File: config.mk
export PLATFORM = sky130hd
export DESIGN_NAME = pmem_ctrl_flat
export DESIGN_NICKNAME = d
export VERILOG_FILES = /design/src/rtl/pmem_ctrl_pkg.sv /design/src/rtl/pmem_ctrl_if.sv /design/src/rtl/pmem_ctrl_addr_seq.sv /design/src/rtl/pmem_ctrl.sv /design/src/flat_wrapper.sv
export SDC_FILE = /design/constraint.sdc
export NUM_CORES = 1
export LEC_CHECK = 0
export ABC_AREA = 1
export CAP_MARGIN = 30
export CELL_PAD_IN_SITES_DETAIL_PLACEMENT = 1
export CELL_PAD_IN_SITES_GLOBAL_PLACEMENT = 2
export CORE_UTILIZATION = 26
export CTS_CLUSTER_DIAMETER = 30
export DETAILED_ROUTE_END_ITERATION = 8
export PLACE_DENSITY = 0.79
export REMOVE_ABC_BUFFERS = 1
export SYNTH_ARGS = -nofsm -noshare
export SYNTH_HDL_FRONTEND = slang
export SYNTH_SLANG_ARGS = --single-unit
File: constraint.sdc
create_clock -name clk -period 1.2 [get_ports clk]
set_clock_uncertainty 0.05 [all_clocks]
set_input_delay 0.24 -clock clk [delete_from_list [all_inputs] [get_ports clk]]
set_output_delay 0.24 -clock clk [all_outputs]
set_load 0.005 [all_outputs]
File: src/rtl/pmem_ctrl_pkg.sv
// Shared definitions for the program/parameter memory controller: command opcodes
// and controller FSM states.
package pmem_ctrl_pkg;

    typedef enum logic [1:0] {
        OP_WRITE = 2'd0,
        OP_READ  = 2'd1,
        OP_FILL  = 2'd2,
        OP_DUMP  = 2'd3
    } op_e;

    typedef enum logic [2:0] {
        ST_IDLE    = 3'd0,
        ST_WRITE   = 3'd1,
        ST_READ    = 3'd2,
        ST_FILL    = 3'd3,
        ST_DUMP_RD = 3'd4,
        ST_RSP     = 3'd5
    } state_e;

endpackage

File: src/rtl/pmem_ctrl_if.sv
// Command, response and memory-pin bundle of the pmem controller; the controller
// uses the slave view, the host/memory side uses the master view.
interface pmem_ctrl_if #(
    parameter int ADDR_W = 4,
    parameter int DATA_W = 4
);
    logic              cmd_valid;
    logic              cmd_ready;
    logic [1:0]        cmd_op;
    logic [ADDR_W-1:0] cmd_addr;
    logic [DATA_W-1:0] cmd_data;
    logic              rsp_valid;
    logic              rsp_ready;
    logic [DATA_W-1:0] rsp_data;
    logic              rsp_last;
    logic              rsp_err;
    logic [ADDR_W-1:0] mem_addr;
    logic              mem_we;
    logic [DATA_W-1:0] mem_din;
    logic [DATA_W-1:0] mem_dout;
    logic              busy;

    modport slave (
        input  cmd_valid, cmd_op, cmd_addr, cmd_data, rsp_ready, mem_dout,
        output cmd_ready, rsp_valid, rsp_data, rsp_last, rsp_err,
               mem_addr, mem_we, mem_din, busy
    );

    modport master (
        output cmd_valid, cmd_op, cmd_addr, cmd_data, rsp_ready, mem_dout,
        input  cmd_ready, rsp_valid, rsp_data, rsp_last, rsp_err,
               mem_addr, mem_we, mem_din, busy
    );
endinterface

File: src/rtl/pmem_ctrl_addr_seq.sv
// Word-address sequencer shared by FILL and DUMP: clears to 0, steps by one and
// saturates at DEPTH-1, with a registered flag marking the final address.
module pmem_ctrl_addr_seq #(
    parameter int ADDR_W = 4,
    parameter int DEPTH  = 8
) (
    input  logic              clk,
    input  logic              rst,
    input  logic              clr,
    input  logic              inc,
    output logic [ADDR_W-1:0] cnt,
    output logic              last
);
    localparam logic [ADDR_W-1:0] LAST_CNT = ADDR_W'(DEPTH - 1);

    logic [ADDR_W-1:0] cnt_r;
    logic              last_r;

    // Counter and final-address flag; increment is ignored once the last word is reached.
    always_ff @(posedge clk or posedge rst) begin
        if (rst) begin
            cnt_r  <= '0;
            last_r <= (LAST_CNT == '0);
        end else if (clr) begin
            cnt_r  <= '0;
            last_r <= (LAST_CNT == '0);
        end else if (inc && !last_r) begin
            cnt_r  <= cnt_r + ADDR_W'(1);
            last_r <= ((cnt_r + ADDR_W'(1)) == LAST_CNT);
        end
    end

    assign cnt  = cnt_r;
    assign last = last_r;
endmodule

File: src/rtl/pmem_ctrl.sv
// Command-driven initiator for the program/parameter memory (WRITE/READ/FILL/DUMP).
// Define PMEM_CTRL_CHECKSUM_EN to append an XOR checksum beat to every DUMP.
module pmem_ctrl
    import pmem_ctrl_pkg::*;
#(
    parameter int ADDR_W = 4,
    parameter int DATA_W = 4,
    parameter int DEPTH  = 8
) (
    input  logic         clk,
    input  logic         rst,
    pmem_ctrl_if.slave   bus
);
    localparam logic [ADDR_W:0] DEPTH_EXT = (ADDR_W + 1)'(DEPTH);

    state_e            state_r;
    op_e               op_r;
    logic [DATA_W-1:0] data_r;
    logic              err_r;
    logic              cmd_ready_r;
    logic              rsp_valid_r;
    logic [DATA_W-1:0] rsp_data_r;
    logic              rsp_last_r;
    logic              rsp_err_r;
    logic [ADDR_W-1:0] mem_addr_r;
    logic              mem_we_r;
    logic [DATA_W-1:0] mem_din_r;
    logic              busy_r;
`ifdef PMEM_CTRL_CHECKSUM_EN
    logic [DATA_W-1:0] csum_r;
`endif

    logic              accept_s;
    logic              rsp_hs_s;
    logic              in_range_s;
    logic              seq_clr_s;
    logic              seq_inc_s;
    logic [ADDR_W-1:0] seq_cnt_s;
    logic              seq_last_s;

    assign accept_s   = bus.cmd_valid & cmd_ready_r;
    assign rsp_hs_s   = rsp_valid_r & bus.rsp_ready;
    assign in_range_s = ({1'b0, bus.cmd_addr} < DEPTH_EXT);

    pmem_ctrl_addr_seq #(
        .ADDR_W (ADDR_W),
        .DEPTH  (DEPTH)
    ) u_addr_seq (
        .clk  (clk),
        .rst  (rst),
        .clr  (seq_clr_s),
        .inc  (seq_inc_s),
        .cnt  (seq_cnt_s),
        .last (seq_last_s)
    );

    // Address sequencer control: restart on accept, step per FILL write or per DUMP handshake.
    always_comb begin
        seq_clr_s = 1'b0;
        seq_inc_s = 1'b0;
        case (state_r)
            ST_IDLE: seq_clr_s = accept_s;
            ST_FILL: seq_inc_s = ~seq_last_s;
            ST_RSP:  seq_inc_s = rsp_hs_s & ~rsp_last_r & (op_r == OP_DUMP) & ~seq_last_s;
            default: begin
                seq_clr_s = 1'b0;
                seq_inc_s = 1'b0;
            end
        endcase
    end

    // Controller FSM with all bus-facing outputs registered.
    always_ff @(posedge clk or posedge rst) begin
        if (rst) begin
            state_r     <= ST_IDLE;
            op_r        <= OP_WRITE;
            data_r      <= '0;
            err_r       <= 1'b0;
            cmd_ready_r <= 1'b1;
            rsp_valid_r <= 1'b0;
            rsp_data_r  <= '0;
            rsp_last_r  <= 1'b0;
            rsp_err_r   <= 1'b0;
            mem_addr_r  <= '0;
            mem_we_r    <= 1'b0;
            mem_din_r   <= '0;
            busy_r      <= 1'b0;
`ifdef PMEM_CTRL_CHECKSUM_EN
            csum_r      <= '0;
`endif
        end else begin
            case (state_r)
                ST_IDLE: begin
                    if (accept_s) begin
                        cmd_ready_r <= 1'b0;
                        busy_r      <= 1'b1;
                        op_r        <= op_e'(bus.cmd_op);
                        data_r      <= bus.cmd_data;
                        mem_din_r   <= bus.cmd_data;
                        case (op_e'(bus.cmd_op))
                            OP_WRITE: begin
                                state_r    <= ST_WRITE;
                                mem_addr_r <= bus.cmd_addr;
                                mem_we_r   <= in_range_s;
                                err_r      <= ~in_range_s;
                            end
                            OP_READ: begin
                                state_r    <= ST_READ;
                                mem_addr_r <= bus.cmd_addr;
                                err_r      <= ~in_range_s;
                            end
                            OP_FILL: begin
                                state_r    <= ST_FILL;
                                mem_addr_r <= '0;
                                mem_we_r   <= 1'b1;
                                err_r      <= 1'b0;
                            end
                            OP_DUMP: begin
                                state_r    <= ST_DUMP_RD;
                                mem_addr_r <= '0;
                                err_r      <= 1'b0;
`ifdef PMEM_CTRL_CHECKSUM_EN
                                csum_r     <= '0;
`endif
                            end
                            default: begin
                                state_r     <= ST_IDLE;
                                cmd_ready_r <= 1'b1;
                                busy_r      <= 1'b0;
                            end
                        endcase
                    end
                end
                ST_WRITE: begin
                    mem_we_r    <= 1'b0;
                    state_r     <= ST_RSP;
                    rsp_valid_r <= 1'b1;
                    rsp_data_r  <= data_r;
                    rsp_last_r  <= 1'b1;
                    rsp_err_r   <= err_r;
                end
                ST_READ: begin
                    state_r     <= ST_RSP;
                    rsp_valid_r <= 1'b1;
                    rsp_data_r  <= err_r ? '0 : bus.mem_dout;
                    rsp_last_r  <= 1'b1;
                    rsp_err_r   <= err_r;
                end
                ST_FILL: begin
                    if (seq_last_s) begin
                        mem_we_r    <= 1'b0;
                        state_r     <= ST_RSP;
                        rsp_valid_r <= 1'b1;
                        rsp_data_r  <= data_r;
                        rsp_last_r  <= 1'b1;
                        rsp_err_r   <= 1'b0;
                    end else begin
                        mem_addr_r  <= seq_cnt_s + ADDR_W'(1);
                    end
                end
                ST_DUMP_RD: begin
                    state_r     <= ST_RSP;
                    rsp_valid_r <= 1'b1;
                    rsp_data_r  <= bus.mem_dout;
                    rsp_err_r   <= 1'b0;
`ifdef PMEM_CTRL_CHECKSUM_EN
                    rsp_last_r  <= 1'b0;
                    csum_r      <= csum_r ^ bus.mem_dout;
`else
                    rsp_last_r  <= seq_last_s;
`endif
                end
                ST_RSP: begin
                    if (rsp_hs_s) begin
                        if (rsp_last_r) begin
                            state_r     <= ST_IDLE;
                            rsp_valid_r <= 1'b0;
                            rsp_last_r  <= 1'b0;
                            rsp_err_r   <= 1'b0;
                            cmd_ready_r <= 1'b1;
                            busy_r      <= 1'b0;
`ifdef PMEM_CTRL_CHECKSUM_EN
                        end else if (seq_last_s) begin
                            // Last data word consumed: present the checksum beat next.
                            rsp_data_r  <= csum_r;
                            rsp_last_r  <= 1'b1;
`endif
                        end else begin
                            state_r     <= ST_DUMP_RD;
                            rsp_valid_r <= 1'b0;
                            mem_addr_r  <= seq_cnt_s + ADDR_W'(1);
                        end
                    end
                end
                default: begin
                    state_r     <= ST_IDLE;
                    cmd_ready_r <= 1'b1;
                    rsp_valid_r <= 1'b0;
                    mem_we_r    <= 1'b0;
                    busy_r      <= 1'b0;
                end
            endcase
        end
    end

    assign bus.cmd_ready = cmd_ready_r;
    assign bus.rsp_valid = rsp_valid_r;
    assign bus.rsp_data  = rsp_data_r;
    assign bus.rsp_last  = rsp_last_r;
    assign bus.rsp_err   = rsp_err_r;
    assign bus.mem_addr  = mem_addr_r;
    assign bus.mem_we    = mem_we_r;
    assign bus.mem_din   = mem_din_r;
    assign bus.busy      = busy_r;
endmodule

File: src/flat_wrapper.sv
// flat-port wrapper written by rule: the top's interface ports become plain ports
module pmem_ctrl_flat import pmem_ctrl_pkg::*;
#(
    parameter int ADDR_W = 4,
    parameter int DATA_W = 4,
    parameter int DEPTH  = 8
)
  (clk, rst, bus_cmd_valid, bus_cmd_op, bus_cmd_addr, bus_cmd_data, bus_rsp_ready, bus_mem_dout, bus_cmd_ready, bus_rsp_valid, bus_rsp_data, bus_rsp_last, bus_rsp_err, bus_mem_addr, bus_mem_we, bus_mem_din, bus_busy);
  pmem_ctrl_if #(.ADDR_W(ADDR_W), .DATA_W(DATA_W)) bus_i ();
  input  logic clk;
  input  logic rst;
  input wire logic [$bits(bus_i.cmd_valid)-1:0] bus_cmd_valid;
  input wire logic [$bits(bus_i.cmd_op)-1:0] bus_cmd_op;
  input wire logic [$bits(bus_i.cmd_addr)-1:0] bus_cmd_addr;
  input wire logic [$bits(bus_i.cmd_data)-1:0] bus_cmd_data;
  input wire logic [$bits(bus_i.rsp_ready)-1:0] bus_rsp_ready;
  input wire logic [$bits(bus_i.mem_dout)-1:0] bus_mem_dout;
  output wire logic [$bits(bus_i.cmd_ready)-1:0] bus_cmd_ready;
  output wire logic [$bits(bus_i.rsp_valid)-1:0] bus_rsp_valid;
  output wire logic [$bits(bus_i.rsp_data)-1:0] bus_rsp_data;
  output wire logic [$bits(bus_i.rsp_last)-1:0] bus_rsp_last;
  output wire logic [$bits(bus_i.rsp_err)-1:0] bus_rsp_err;
  output wire logic [$bits(bus_i.mem_addr)-1:0] bus_mem_addr;
  output wire logic [$bits(bus_i.mem_we)-1:0] bus_mem_we;
  output wire logic [$bits(bus_i.mem_din)-1:0] bus_mem_din;
  output wire logic [$bits(bus_i.busy)-1:0] bus_busy;
  assign bus_i.cmd_valid = bus_cmd_valid;
  assign bus_i.cmd_op = bus_cmd_op;
  assign bus_i.cmd_addr = bus_cmd_addr;
  assign bus_i.cmd_data = bus_cmd_data;
  assign bus_i.rsp_ready = bus_rsp_ready;
  assign bus_i.mem_dout = bus_mem_dout;
  assign bus_cmd_ready = bus_i.cmd_ready;
  assign bus_rsp_valid = bus_i.rsp_valid;
  assign bus_rsp_data = bus_i.rsp_data;
  assign bus_rsp_last = bus_i.rsp_last;
  assign bus_rsp_err = bus_i.rsp_err;
  assign bus_mem_addr = bus_i.mem_addr;
  assign bus_mem_we = bus_i.mem_we;
  assign bus_mem_din = bus_i.mem_din;
  assign bus_busy = bus_i.busy;
  pmem_ctrl #(.ADDR_W(ADDR_W), .DATA_W(DATA_W), .DEPTH(DEPTH)) u_core (.clk(clk), .rst(rst), .bus(bus_i));
endmodule
# Yosys cells after proc, flatten, opt, wreduce, memory -nomap -nowiden
# Index checks and enable logic that the tools add are counted.
classes:
  addsub: 1
  order_cmp: 1
  eq_ne: 17
  n_mux: 39
  bitwise: 11
  reduce_logical: 23
ops:
  columns: ["op", "n"]
  rows:
  - ["two-way mux 4 bit", 8]
  - ["one-hot mux 3 bit (4 select lines)", 2]
  - ["one-hot mux 4 bit (4 select lines)", 1]
  - ["two-way mux 1 bit", 13]
  - ["two-way mux 3 bit", 4]
  - ["one-hot mux 1 bit (4 select lines)", 3]
  - ["one-hot mux 4 bit (3 select lines)", 1]
  - ["AND reduction 4 bit", 3]
  - ["one-hot mux 1 bit (3 select lines)", 3]
  - ["AND reduction 3 bit", 3]
  - ["one-hot mux 4 bit (2 select lines)", 1]
  - ["nonzero test 4 bit", 2]
  - ["== test 2 bit, second input constant", 3]
  - ["== test 3 x 2 -> 1 bit, second input constant", 2]
  - ["== test 3 bit, second input constant", 2]
  - ["!= test 2 x 1 -> 1 bit, second input constant", 3]
  - ["!= test 2 bit, second input constant", 3]
  - ["inverter 1 bit", 6]
  - ["one-hot mux 1 bit (2 select lines)", 3]
  - ["OR reduction 2 bit", 3]
  - ["OR reduction 3 bit", 2]
  - ["bitwise AND 1 bit", 5]
  - ["AND reduction 5 bit", 1]
  - ["adder 4 x 1 -> 4 bit, second input constant", 1]
  - ["13 further kinds", 14]
totals:
  ff_bits: 29
  input_bits: 18
  output_inout_bits: 18
  wordCells: 106

# Logic depth before layout (Yosys ltp)
depth:
  ltp_word: 8
  depth_mapped: 10
  ltp_nobuf: 9

# Modules after synthesis
# From an unflattened synthesis, not the netlist that was laid out.
unflattened:
  hier_cells: 239
  hier_area_um2: 1805.5
by_module_without_submodules:
  columns: ["module", "instances", "cells_per_inst", "area_each_um2", "seq_area_each_um2"]
  rows:
  - ["pmem_ctrl", 1, 204, 1507.7, 601.8]
  - ["pmem_ctrl_addr_seq", 1, 35, 297.8, 125.1]

# Least setup slack after synthesis
# OpenSTA, ideal clock, no wires.
synth_path:
  path_kind: "register -> register"
  from: "register u_core.state_r[2]"
  to: "register u_core.u_addr_seq.cnt_r[2] (netlist: u_core.u_addr_seq.cnt[2])"
  setup_time_ns: 0.126
  arrival_ns: 1.126
  required_ns: 1.024
  slack_ns: -0.102
  stages_incl_launch_ff: 8
  n_path_buf: 1
  synth_period_minus_slack_ns: 1.302
  path_cell_list: "dfrtp_1 > buf_4 > inv_4 > nand3_2 > nor2_8 > inv_2 > nand3_1 > o21ai_0"
synth_between:
  elab_chain_len: 4
  elab_cells_between_ends: 8
  cone_classes: "2 x eq/ne; 3 x mux; 3 x reduce/logical"
synth_rtl:
  columns: ["element", "line_no", "rtl"]
  rows:
  - ["start, declared", "pmem_ctrl.sv:16", "state_e state_r;"]
  - ["start signal, assigned", "pmem_ctrl.sv:75", "state_r <= ST_IDLE;"]
  - ["start signal, assigned", "pmem_ctrl.sv:102", "state_r <= ST_WRITE;"]
  - ["start signal, assigned", "pmem_ctrl.sv:108", "state_r <= ST_READ;"]
  - ["== test 3 bit or == test 3 x 2 -> 1 bit (tied branches)", "pmem_ctrl.sv:61", "case (state_r)"]
  - ["one-hot mux 1 bit (2 select lines)", "pmem_ctrl.sv:61", null]
  - ["logical AND 1 bit", "pmem_ctrl_addr_seq.sv:27", "end else if (inc && !last_r) begin"]
  - ["nonzero test 2 bit (no source line)", null, null]
  - ["end signal, assigned", "pmem_ctrl_addr_seq.sv:28", "cnt_r <= cnt_r + ADDR_W'(1);"]
  - ["end, declared", "pmem_ctrl_addr_seq.sv:16", "logic [ADDR_W-1:0] cnt_r;"]
# Parallel ways exist; a longest one is shown, timed or not.
# A chain may end at the register's enable or synchronous reset.

# Worst setup path after layout
layout_path:
  from: "register u_core.state_r[1]"
  to: "register u_core.err_r"
layout_between:
  elab_chain_len: 2
layout_rtl:
  columns: ["element", "line_no", "rtl"]
  rows:
  - ["zero test 3 bit", "pmem_ctrl.sv:92", "case (state_r)"]
  - ["AND reduction 2 bit (no source line)", null, null]
  - ["end signal, assigned", "pmem_ctrl.sv:105", "err_r <= ~in_range_s;"]
  - ["end signal, assigned", "pmem_ctrl.sv:110", "err_r <= ~in_range_s;"]
  - ["end, declared", "pmem_ctrl.sv:19", "logic err_r;"]
# No other way between the ends.

==> metrics.md <==
| Metric | Value |
|---|---|
| H-tree Lvls | `2` |
| Adder-cell share of the synthesized area | `4.181%` |
| Number of port buffers | `35` |
| Final worst slack | `-0.2034 ns` |
| Die Y | `85.10 um` |
| Hold WS | `approximately 0.26 ns` |
| Hold crit path type | `input pin to asynchronous set/reset pin` |
| Largest family of logic cells by synthesized area | `simple AND/OR/NAND/NOR gates` |
| Sequential fraction of the synthesis area | `between 40% and 50%` |
| Synthesis-stage register bit count | `29` |
| Timing startpoint of the critical path | `u_core.state_r[1]` |
| Synth Area in Compound Gates | `3.066%` |
| Site row count | `29` |
| Drt wl/cell | `13.93 um` |
| CTS Root Cell | `clkbuf_8` |
| Predominant post-synthesis flop cell | `dfrtp_1` |
| FF/Latch Area | `730.7 um^2` |
| First DRT Iteration DRCs | `45` |
| Yosys warnings | `0` |
| Slew @ Worst Pin | `roughly 0.38 ns` |
| Core Area | `approximately 0.0065 mm^2` |
| Routability cong. | `0.8152` |
| CTS buffer count | `5` |
| Worst path arrival time | `around 1.6 ns` |
| Worst endpoint required time | `between 1 and 1.5 ns` |
| Largest net degree at the start of global routing | `30` |
| Leakage | `~1.5 nW` |
| Status | `finished with violations` |
| Share of cells above drive strength 1 | `around two fifths` |
| Setup crit start kind | `flip-flop` |
| Highest Clock Rate | `712.5 MHz` |
| Unrepaired setup endpoints after global routing | `yes` |
| Reg2reg start | `u_core.state_r[1]` |
| DRT Wirelength | `~5700 um` |
| Xor/xnor cell area share of the yosys netlist | `less than 1%` |
| CP Max Fanout | `7` |
| VDD IR-drop max | `slightly above 0.8 mV` |
| I/O Pins | `36` |
| Pwr dens | `2385 mW/mm^2` |
| Initial antenna violation count | `0` |
| Syn_area_per_cell | `7.512 um^2` |
| Ys async rst share | `between 90% and 100%` |
| Slew HR | `about three quarters` |
| Mapped Area | `0.001795 mm^2` |
| Clock-pin slew on the worst setup and hold paths | `around 0.070 ns` |
| DP Area | `0.002476 mm^2` |
| Max cap viols | `0` |
| Final net count | `354` |
| Fin area | `0.002924 mm^2` |
| Multiplexer share of the synthesized area | `0%` |
| Multi-input gate area | `between 0.001 and 0.0015 mm^2` |
| Crit path time final | `1.403 ns` |
| Global-route wire length before repair | `9528 um` |
| Post-route DRC | `0` |
| Synth Instances | `239` |
| Antenna-violating nets left | `0` |
| Clock Path Buffers | `2` |
| Die area | `about 0.0072 mm^2` |
| Simple-gate share of the synthesized area | `44.18%` |
| Critical path endpoint category | `flip-flop` |
| CTS Hold Bufs | `0` |
| Total GRT Usage | `16.69%` |
| Post-synth EDFFs | `0` |
| Final setup violation count | `30` |
| Worst setup path class | `flip-flop to flip-flop` |
| Post-synth cell types | `27` |
| Routed vias/inst | `4.533` |
| Ant diodes | `0` |
| Slew Limit Fails | `0` |
| Final hold violation count | `0` |
| TritonCTS clock tree | `built` |
| Via count | `about 1800` |
| Layout overhead on the synthesized area | `62.86%` |
| Violated checks | `setup timing` |
| Tcrit/Tclk final | `117.0%` |
| Chip Width | `about 85 um` |
| TritonRoute pass-1 iters | `4` |
| Number of global-route vias before repair | `2050` |
| # fillers | `786` |
| Total gr overflow | `0` |
| Clock Latency Late Sink | `approximately 0.28 ns` |
| Dpl hpwl | `approximately 4100 um` |
| Sinks on Clock Net | `29` |
| Initial Util | `27.64%` |
==> cell type report <==
cell class                 count  share of cell area (%)
clock buffer                   7                   2.953
inverter                      28                   4.151
multi-input combinational    179                   37.44
sequential                    29                   24.99
tap                           77                   3.295
timing repair buffer          87                   27.17
==> placed cells by master (no fill, tap or decap), types with 8 or more instances in the layout <==
cell / netlist / routed
inv_1: 24 / 17
nand2_2: 6 / 19
nand3_1: 20 / 14
buf_6: 0 / 13
dfrtp_1: 28 / 25
clkdlybuf4s50_1: 0 / 15
clkdlybuf4s15_1: 0 / 14
nand4_1: 8 / 8
nand2_1: 98 / 82
buf_4: 1 / 38
==> kinds of logic (layout without fill, tap and decap cells) <==
family	after synthesis	count (layout)
flops	29	29
xor+xnor	1	1
buf+inv	31	122
simple gates	161	161
fa+ha+maj	6	6
compound gates	11	11
==> through the flow <==
step	utilization [%]	TNS [ns]	setup WS, ns	power (mW)	instances
global placement	38.12	-9.600	-0.5752	5.194	381
detailed placement	38.12	-10.24	-0.6355	5.295	381
CTS	43.36	-4.601	-0.2165	6.734	401
floorplan	-	-2.884	-0.1786	3.596	236
global route	45.02	-7.518	-0.2880	7.590	407
finish	45.02	-5.001	-0.2034	6.973	407
==> sequential cells by signal, summed over array words and instances, names as in the netlist <==
| register | cells |
|---|---|
| u_core.bus.mem_addr | 4 |
| u_core.bus.rsp_data | 4 |
| u_core.data_r | 4 |
| u_core.u_addr_seq.cnt | 4 |
| u_core.state_r | 3 |
| u_core.op_r | 2 |
| u_core.bus.busy | 1 |
| u_core.bus.cmd_ready | 1 |
| u_core.bus.mem_we | 1 |
| u_core.bus.rsp_err | 1 |
| u_core.bus.rsp_last | 1 |
| u_core.bus.rsp_valid | 1 |
| u_core.err_r | 1 |
| u_core.u_addr_seq.last | 1 |
==> final timing paths <==
check,cells after the start,slack [ns],end
worst max-delay path,6,-0.20,u_core.err_r
worst min-delay path,3,0.26,u_core.u_addr_seq.last
worst max register to register,6,-0.20,u_core.err_r
worst min register to register,2,0.42,u_core.bus.rsp_data[2]
max in group asynchronous,3,0.60,u_core.bus.cmd_ready
min in group clk,2,0.42,u_core.bus.rsp_data[2]
==> cells in the mapped netlist, types with 2 or more instances <==
cell type	count	share of area, %
nand2_1	98	20
nand3_1	20	5.6
ha_1	6	4.2
nand3b_1	3	1.3
nand3_2	4	2.2
inv_1	24	5.0
nor2_8	2	2.2
or2_2	2	0.70
o21ai_1	5	1.4
nand2_4	2	1.3
nand2_2	6	2.1
nand4_1	8	2.8
nor2_1	11	2.3
o21ai_0	4	1.1
dfrtp_1	28	39
a21oi_1	2	0.56
nor2_4	2	1.3
inv_4	2	0.70
inv_2	2	0.42
==> power breakdown <==
part	internal (mW)	switching, mW	leakage (nW)
clock network	0.454	0.364	0.0443
logic	2.13	2.33	1.10
registers	1.39	0.301	0.368
total	3.98	3.00	1.51
==> critical path, stage by stage, from the launching register on <==
cell,delay (ns)
dfrtp_2,0.47
nor2_4,0.23
nand4_4,0.15
buf_6,0.16
clkinvlp_4,0.14
nand2_2,0.06
o21ai_1,0.07
==> what timing repair did <==
action	4_1_cts	5_1_grt
resized for setup	84	28
pin swaps	14	11
buffers inserted	13	5
gates cloned	0	1
setup endpoints to repair	47	33
==> routing by layer <==
metal,GRT usage (%),routed length [um],up-vias
met2,32.04,3084,21
met5,0,0,-
li1,-,-,932
met4,2.928,19,0
met1,19.33,2421,890
met3,3.113,146,2
Note: power is estimated with default switching activity, not from simulation.
